**config.mk**
```make
export PLATFORM = sky130hd
export DESIGN_NAME = instruction_fetch_phase
export DESIGN_NICKNAME = d
export VERILOG_FILES = /design/src/rtl/instruction_fetch_phase.sv
export SDC_FILE = /design/constraint.sdc
export NUM_CORES = 1
export LEC_CHECK = 0
export CAP_MARGIN = 10
export CORE_MARGIN = 2
export CORE_UTILIZATION = 30
export CTS_CLUSTER_DIAMETER = 120
export CTS_CLUSTER_SIZE = 16
export DETAILED_ROUTE_END_ITERATION = 8
export GPL_ROUTABILITY_DRIVEN = 0
export GPL_TIMING_DRIVEN = 0
export MAX_ROUTING_LAYER = met4
export PLACE_DENSITY = 0.53
export SLEW_MARGIN = 20
export SYNTH_ARGS = -nofsm -noshare
export SYNTH_HDL_FRONTEND = slang
export SYNTH_SLANG_ARGS = --single-unit
```
**constraint.sdc**
```tcl
create_clock -name Clk -period 5.79 [get_ports Clk]
set_input_delay 1.158 -clock Clk [delete_from_list [all_inputs] [get_ports Clk]]
set_output_delay 1.158 -clock Clk [all_outputs]
set_load 0.02 [all_outputs]
```
**src/rtl/instruction_fetch_phase.sv**
```systemverilog
// Instruction fetch stage: owns the PC, runs the req/ready handshake to
// instruction memory, keeps one skid entry for fetches that finish under a
// stall, and drives the IF/ID bundle consumed by decode.
module instruction_fetch_phase #(
  parameter logic [31:0] RESET_PC = 32'h0000_0000
) (
  input  logic        Clk,
  input  logic        Reset,
  input  logic        Stall,
  input  logic        Branch,
  input  logic        Jump,
  input  logic        JumpRegister,
  input  logic [31:0] BranchTarget,
  input  logic [31:0] JumpTarget,
  input  logic [31:0] JumpRegTarget,
  output logic        imem_req,
  output logic [31:0] imem_addr,
  input  logic        imem_ready,
  input  logic [31:0] imem_rdata,
  output logic [31:0] instr_out,
  output logic [31:0] pc_out,
  output logic        valid_out
);

  typedef enum logic [1:0] {
    StFetch    = 2'd0,
    StBuffered = 2'd1,
    StDrop     = 2'd2
  } state_e;

  state_e      state;
  logic [31:0] fetch_pc;
  logic [31:0] skid_instr;
  logic [31:0] skid_pc4;
  logic [31:0] pend_target;

  logic        complete;
  logic        redirect;
  logic [31:0] target;
  logic [31:0] fetch_pc4;

  assign imem_addr = fetch_pc;
  assign fetch_pc4 = fetch_pc + 32'd4;

  // Handshake completion, redirect qualification and target priority
  always_comb begin
    complete = imem_req & imem_ready;
    redirect = valid_out & ~Stall & (Branch | Jump | JumpRegister);
    if (JumpRegister) begin
      target = JumpRegTarget;
    end else if (Jump) begin
      target = JumpTarget;
    end else begin
      target = BranchTarget;
    end
  end

  // Fetch FSM: PC, request, skid and IF/ID registers
  always_ff @(posedge Clk or negedge Reset) begin
    if (!Reset) begin
      state       <= StFetch;
      fetch_pc    <= RESET_PC;
      imem_req    <= 1'b0;
      skid_instr  <= 32'h0;
      skid_pc4    <= 32'h0;
      pend_target <= 32'h0;
      instr_out   <= 32'h0;
      pc_out      <= 32'h0;
      valid_out   <= 1'b0;
    end else begin
      unique case (state)
        StFetch: begin
          if (redirect) begin
            valid_out  <= 1'b0;
            skid_instr <= 32'h0;
            skid_pc4   <= 32'h0;
            // An unfinished request cannot be withdrawn; wait it out in DROP.
            if (complete || !imem_req) begin
              fetch_pc <= target;
              imem_req <= 1'b1;
            end else begin
              pend_target <= target;
              state       <= StDrop;
            end
          end else if (Stall) begin
            if (complete) begin
              skid_instr <= imem_rdata;
              skid_pc4   <= fetch_pc4;
              fetch_pc   <= fetch_pc4;
              imem_req   <= 1'b0;
              state      <= StBuffered;
            end else begin
              imem_req <= 1'b1;
            end
          end else begin
            imem_req <= 1'b1;
            if (complete) begin
              instr_out <= imem_rdata;
              pc_out    <= fetch_pc4;
              valid_out <= 1'b1;
              fetch_pc  <= fetch_pc4;
            end else begin
              valid_out <= 1'b0;
            end
          end
        end
        StBuffered: begin
          if (redirect) begin
            valid_out  <= 1'b0;
            skid_instr <= 32'h0;
            skid_pc4   <= 32'h0;
            fetch_pc   <= target;
            imem_req   <= 1'b1;
            state      <= StFetch;
          end else if (!Stall) begin
            instr_out <= skid_instr;
            pc_out    <= skid_pc4;
            valid_out <= 1'b1;
            imem_req  <= 1'b1;
            state     <= StFetch;
          end
        end
        StDrop: begin
          // Returning word belongs to the flushed path and is discarded.
          if (complete) begin
            fetch_pc <= pend_target;
            state    <= StFetch;
          end
        end
        default: begin
          state    <= StFetch;
          imem_req <= 1'b1;
        end
      endcase
    end
  end

endmodule

```
# Word-level counts from Yosys, hierarchy flattened

Cells that the tools add are included.
Widths: inputs -> output; s select.

Bits in registers: 196
Bits in latches: 0
Bits in writable memories: 0
Memory bits (read-only): 0
Input bits: 135
Output and inout bits: 98
Word-level logic and storage cells: 91
Memories kept: 0

Add/subtract/negate cells: 1
Multipliers: 0
Div/mod/pow operators: 0
Order comparisons: 0
Equality and inequality tests: 15
Shift operators: 0
Muxes and demuxes: 46
Bitwise gates (word level): 8
Reductions and logical operators: 12

Operators by type and width:

| operator              | count |
|---|---|
| $mux 32               | 21 |
| $pmux 32 s2           | 4 |
| $pmux 32 s3           | 1 |
| $add 32x3->32 const B | 1 |
| $ne 3x3->1 const B    | 6 |
| $mux 2                | 7 |
| $ne 2x2->1 const B    | 7 |
| $mux 1                | 10 |
| $reduce_and 5->1      | 2 |
| $reduce_and 3->1      | 3 |
| $pmux 2 s3            | 1 |
| $reduce_and 6->1      | 1 |
| $reduce_and 4->1      | 1 |
| $and 1x1->1           | 3 |
| $not 1->1             | 3 |
| $pmux 1 s3            | 1 |
| $reduce_bool 3->1     | 1 |
| $eq 2x1->1 const B    | 1 |
| $eq 2x2->1 const B    | 1 |
| $logic_not 2->1       | 1 |
| $or 1x1->1            | 2 |
| $pmux 1 s2            | 1 |
| $reduce_bool 2->1     | 1 |
| $logic_not 1->1       | 1 |
| $logic_or 1x1->1      | 1 |

# Longest topological paths before layout

Word-level depth: 5
Mapped depth: 10
Depth with buffers taken out: 7

# Worst setup path before layout

OpenSTA, ideal clock, no wires.

Kind: input to register
Start point: input port Jump
End point: register pc_out[10]
Library setup time: 125 ps
Arrival time: 2687 ps
Data required time: 5665 ps
Path slack: 2978 ps
Cell stages on the path: 6
Buffers on the path: 3
Path through: buf_2 > or3_1 > buf_2 > a221oi_4 > buf_2 > mux2_2

Cells in the longest elaborated chain, start to end: 5
Elaborated cells on any way between the ends: 6
Those cells by class: eq/ne (2); bitwise (3); reduce/logical (1)

Ends and longest elaborated chain:

| item                                | line | text |
|---|---|---|
| from (decl)                         | 11   | `input logic Jump,` |
| $or 1x1->1 * (2 in a row)           | 48   | `redirect = valid_out & ~Stall & (Branch \| Jump \| JumpRegister);` |
| $and 1x1->1 *                       | 48   |  |
| $ne 2x2->1 (no source line)         | --   |  |
| $reduce_and 6->1 (no source line) * | --   |  |
| to (signal assigned)                | 99   | `pc_out <= fetch_pc4;` |
| to (signal assigned)                | 117  | `pc_out <= skid_pc4;` |
| to (decl)                           | 21   | `output logic [31:0] pc_out,` |

Every way passes the cells marked *; elsewhere a longest branch is shown, timed or not.
A chain may end at the register's enable or synchronous reset.

# Final worst setup path

Start point: input port Stall
End point: register fetch_pc[19] (netlist: imem_addr[19])

Cells in the longest elaborated chain, start to end: 5
Elaborated cells on any way between the ends: 9
Those cells by class: eq/ne (3); mux (2); bitwise (3); reduce/logical (1)

Ends and longest elaborated chain:

| item                                                             | line | text |
|---|---|---|
| from (decl)                                                      | 9    | `input logic Stall,` |
| $not 1->1 *                                                      | 48   |  |
| $and 1x1->1 * (2 in a row)                                       | 48   |  |
| $ne 3x3->1 (no source line), or another cell as far along        | --   |  |
| $reduce_and 5->1 (no source line) or $pmux 32 s3 (tied branches) | --   |  |
| to (signal assigned)                                             | 79   | `fetch_pc <= target;` |
| to (signal assigned)                                             | 89   | `fetch_pc <= fetch_pc4;` |
| to (signal assigned)                                             | 101  | `fetch_pc <= fetch_pc4;` |
| to (decl)                                                        | 32   | `logic [31:0] fetch_pc;` |

Marked as above.

==> results <==
- The flow ran to the end, and the final reports show no timing, DRC or antenna violations.
- In this run, synthesis produced a sequential element count of 196.
- The global router's overall resource usage is 0.194.
- In this run the power density over the cells is ~500 mW/mm^2.
- For this design the total switching power over the nets is 2900 uW.
- The post-place instance area is ~0.013 mm^2.
- The count of input and output buffers is between 200 and 250.
- The startpoint identified for the worst register-to-register timing path is state[0].
- The fraction of met3 tracks used by global routing is 0.0276.
- Max-cap violations in this run came to 0.
- The initial antenna violation count is 0.
- The data required time at the worst endpoint is 6.12 ns.
- Synthesis handed over a netlist of approximately 1000 instances.
- The die outline area is 0.0346 mm^2.
- STA classifies the critical path startpoint as a primary input.
- The share of total power dissipated in combinational logic is 0.469.
- The sum of internal, switching and leakage power is a little under 7000 uW.
- The capturing element type of the critical path is a flip-flop.
- The number of warnings printed during yosys synthesis is 0.
- The via density per instance is between 5 and 6.
- The critical-path maximum fanout is 10.
- The met1 usage in global routing is 0.265.
- The relative slew slack is 0.569.
- The initial utilization of the core area, before any placement, comes to 0.305.
- Of the cells placed in the final design, the portion with a size suffix greater than 1 is 0.0879.
- Sorting the synthesized cells by area gives the leading types as sky130_fd_sc_hd__dfrtp_1, sky130_fd_sc_hd__o21ai_0, sky130_fd_sc_hd__nand2_1.
- The tightest hold margin is roughly 0.48 ns.
- Of the post-synthesis cell area, the dominant cell type holds 0.494.
- The number of fill cells is ~3300.
- The final count of pins violating max slew is 0.
- The worst-case IR drop observed on VDD is 238 uV.
- The internal cell power is between 3000 and 4000 uW.
- The sequential element share of the synthesized area is 0.494.
- The sequential group share of total power is 0.350.
- The first detailed-routing pass ran for 5 iterations.
- The number of different library cells in the post-synthesis netlist is 64.
- The setup path with the least slack is of type in2reg.
- The number of flops mapped to enable cells by yosys is 0.
- The worst register-to-register path has a setup slack of 2.92 ns.
- The final number of hold-violating endpoints is 0.
- In this run the number of H-tree levels came out at 4.
- The worst hold path begins at skid_pc4[19].
- The area growth from synthesis to layout is 35.6%.
- Of all flip-flops after synthesis, the portion carrying an async set or reset was 1.00.
- In the global route stage, met2 resource usage came out at 0.301.
- In the final routed layout, each cell accounts on average for about 19 um.
- The routed layout has 8781 vias.
- TritonCTS built the clock tree.
- Setup repair after global routing left no endpoint under its margin.
- The dominant cell type by area after synthesis is sky130_fd_sc_hd__dfrtp_1.
- TritonCTS created 17 clock buffers.
- The DRC violation count after routing is 0.
- The final wirelength is 32300 um.
- The cell row count is 66.
- The average instance area after synthesis is 9.61 um^2.
- The via count of the first global-routing pass is 8590.
- The post-route fraction of the period consumed by the critical path is 0.563.
- The static power due to leakage is 0.00560 uW.
- The timing startpoint of the critical path is Stall.
- The number of hold buffers added after CTS is 0.
- The final setup violation count is 0.
- The final cell utilization of the core is 0.414.
- No sink is reached through more buffers than the 2 on the longest clock path.
- The busiest layer in global routing is met2.
- The detail route stage leaves a number of antenna-violating nets equal to 0.
- The share of total power dissipated in the clock network is 0.181.
- The placeable core region is 0.0325 mm^2.
- The repair_antennas step left the layout with diodes totalling 0.
- The worst hold path class is reg2reg.
- Data arrives at the worst endpoint at 3.59 ns.
- The later pin in the worst-skew pair is clocked with a latency of 0.45 ns.
- The post-CTS setup repair buffer count is 0.
- The most numerous cell in the Yosys netlist is sky130_fd_sc_hd__dfrtp_1.
- After synthesis, the most frequently instantiated cells are sky130_fd_sc_hd__dfrtp_1, sky130_fd_sc_hd__nand2_1, sky130_fd_sc_hd__o21ai_0.
- The slew of the pin with the lowest slew margin is 0.641 ns.
- Summed over all layers, the global routing overflow is 0.
- The violation count after the first detailed-route iteration is about 560.
- Clock tree synthesis found a total of about 200 sinks.
- The die is 186 um tall.
- The number of gates resized after CTS is 0.
- The die outline width is ~190 um.
- The fraction of power spent switching nets is 0.427.
- With fillers left out, the area of the finished cells amounts to 0.0135 mm^2.
- For this run, the leading register cell type out of synthesis is sky130_fd_sc_hd__dfrtp_1.
- The final total negative setup slack is 0 ns.
- The post-synth net total is between 1000 and 1500.
- In this run the cell area of the synthesized design comes to 0.00993 mm^2.
- The detailed-placement wirelength estimate is 24600 um.
- The clock slew at the register clock pins of the worst setup and hold paths is ~0.070 ns.
- The top achievable clock speed is 307 MHz.
- The first-pass GRT wire length is a little under 50000 um.
- The net total in the final layout is about 1400.
- The worst-case clock skew is 0.0187 ns.
- The maximum number of pins on one net before global-route repair is 77.
- The final period demand of the worst path is between 3 and 4 ns.
- The top-level port count is 233.
- The tree is rooted in a sky130_fd_sc_hd__clkbuf_16.
## critical path, cell delays in order
cell and delay [ns]:
sky130_fd_sc_hd__clkdlybuf4s50_1 0.45, sky130_fd_sc_hd__buf_4 0.19, sky130_fd_sc_hd__nor4b_1 0.30, sky130_fd_sc_hd__a21oi_1 0.16
sky130_fd_sc_hd__a211oi_1 0.49, sky130_fd_sc_hd__clkbuf_1 0.43, sky130_fd_sc_hd__o21ai_0 0.19, sky130_fd_sc_hd__a22o_1 0.21
## routing by layer
layer	up-vias	wire (um)
met5	-	0
met2	250	14900
li1	4217	-
met1	4281	15400
met3	33	1440
met4	0	548
## power groups by stage
stage	clock network, uW	registers, uW	logic (uW)
2_1_floorplan	0	2620	1560
5_1_grt	1310	2450	3500
3_3_place_gp	0	2390	3170
3_5_place_dp	0	2400	3200
4_1_cts	1250	2370	3210
6_report	1230	2370	3180
## final cells by class
cell class              instances  area (um^2)  area share
multi-input cells             742         4610       0.342
plain buffers                  83          373      0.0277
clock buffers                  17          425      0.0316
clock inverters                15          190      0.0141
inverters                      12         45.0     0.00335
well taps                     442          553      0.0411
repair buffers                232         2360       0.175
flip-flops and latches        196         4900       0.364
## placed cells by master (no fill, tap or decap), types with 4 or more instances in the layout
master,netlist,layout
sky130_fd_sc_hd__nand4_1,14,14
sky130_fd_sc_hd__dfrtp_1,196,196
sky130_fd_sc_hd__clkdlybuf4s50_1,0,229
sky130_fd_sc_hd__buf_4,4,4
sky130_fd_sc_hd__a22oi_1,6,6
sky130_fd_sc_hd__o22a_1,4,4
sky130_fd_sc_hd__o31a_1,5,5
sky130_fd_sc_hd__nor3_1,9,9
sky130_fd_sc_hd__nand2_1,139,139
sky130_fd_sc_hd__a221o_1,6,6
sky130_fd_sc_hd__o2bb2ai_1,10,10
sky130_fd_sc_hd__xnor2_1,22,22
sky130_fd_sc_hd__mux2_2,30,30
sky130_fd_sc_hd__clkinv_8,0,8
sky130_fd_sc_hd__nor2_1,37,37
sky130_fd_sc_hd__and3_1,20,20
sky130_fd_sc_hd__inv_1,11,11
sky130_fd_sc_hd__o21ai_1,12,12
sky130_fd_sc_hd__and4_1,6,6
sky130_fd_sc_hd__o22ai_1,6,6
sky130_fd_sc_hd__a21oi_1,81,81
sky130_fd_sc_hd__nor2b_1,37,37
sky130_fd_sc_hd__ha_1,5,5
sky130_fd_sc_hd__a22o_1,45,45
sky130_fd_sc_hd__clkbuf_16,0,17
sky130_fd_sc_hd__mux2i_1,35,35
sky130_fd_sc_hd__nand3_1,15,15
sky130_fd_sc_hd__clkbuf_1,44,44
sky130_fd_sc_hd__o21ai_0,139,139
sky130_fd_sc_hd__xor2_1,6,6
sky130_fd_sc_hd__buf_2,29,29
## worst paths after layout
| path | end | depth (start not counted) |
|---|---|---|
| min in group asynchronous | pc_out[25] | 1 |
| max in group asynchronous | imem_req | 2 |
| hold / removal | skid_pc4[19] | 2 |
| setup / recovery | imem_addr[19] | 8 |
| setup reg to reg | imem_addr[19] | 9 |
| hold reg to reg | skid_pc4[19] | 2 |
## sequential cells by signal (all words and copies together), names as in the netlist
name and flops:
imem_addr 32, skid_pc4 32, state 2, instr_out 32
pc_out 32, pend_target 32, skid_instr 32, valid_out 1
imem_req 1
## per-stage QoR
stage | std cells | setup slack (ns)
6_report | 1739 | 2.53
5_1_grt | 1739 | 2.30
4_1_cts | 1739 | 2.59
3_5_place_dp | 1707 | 2.14
3_3_place_gp | 1705 | -5.20
2_1_floorplan | 1033 | 2.98
## kinds of logic after synthesis
group                    synth area share
multiplexers                       0.0693
AND/OR/NAND/NOR                     0.144
AO/OA/AOI/OAI                       0.220
buffers and inverters              0.0421
flip-flops                          0.494
XOR/XNOR                           0.0247
adder cells (fa/ha/maj)           0.00630
Power figures use the tool's default switching activity.
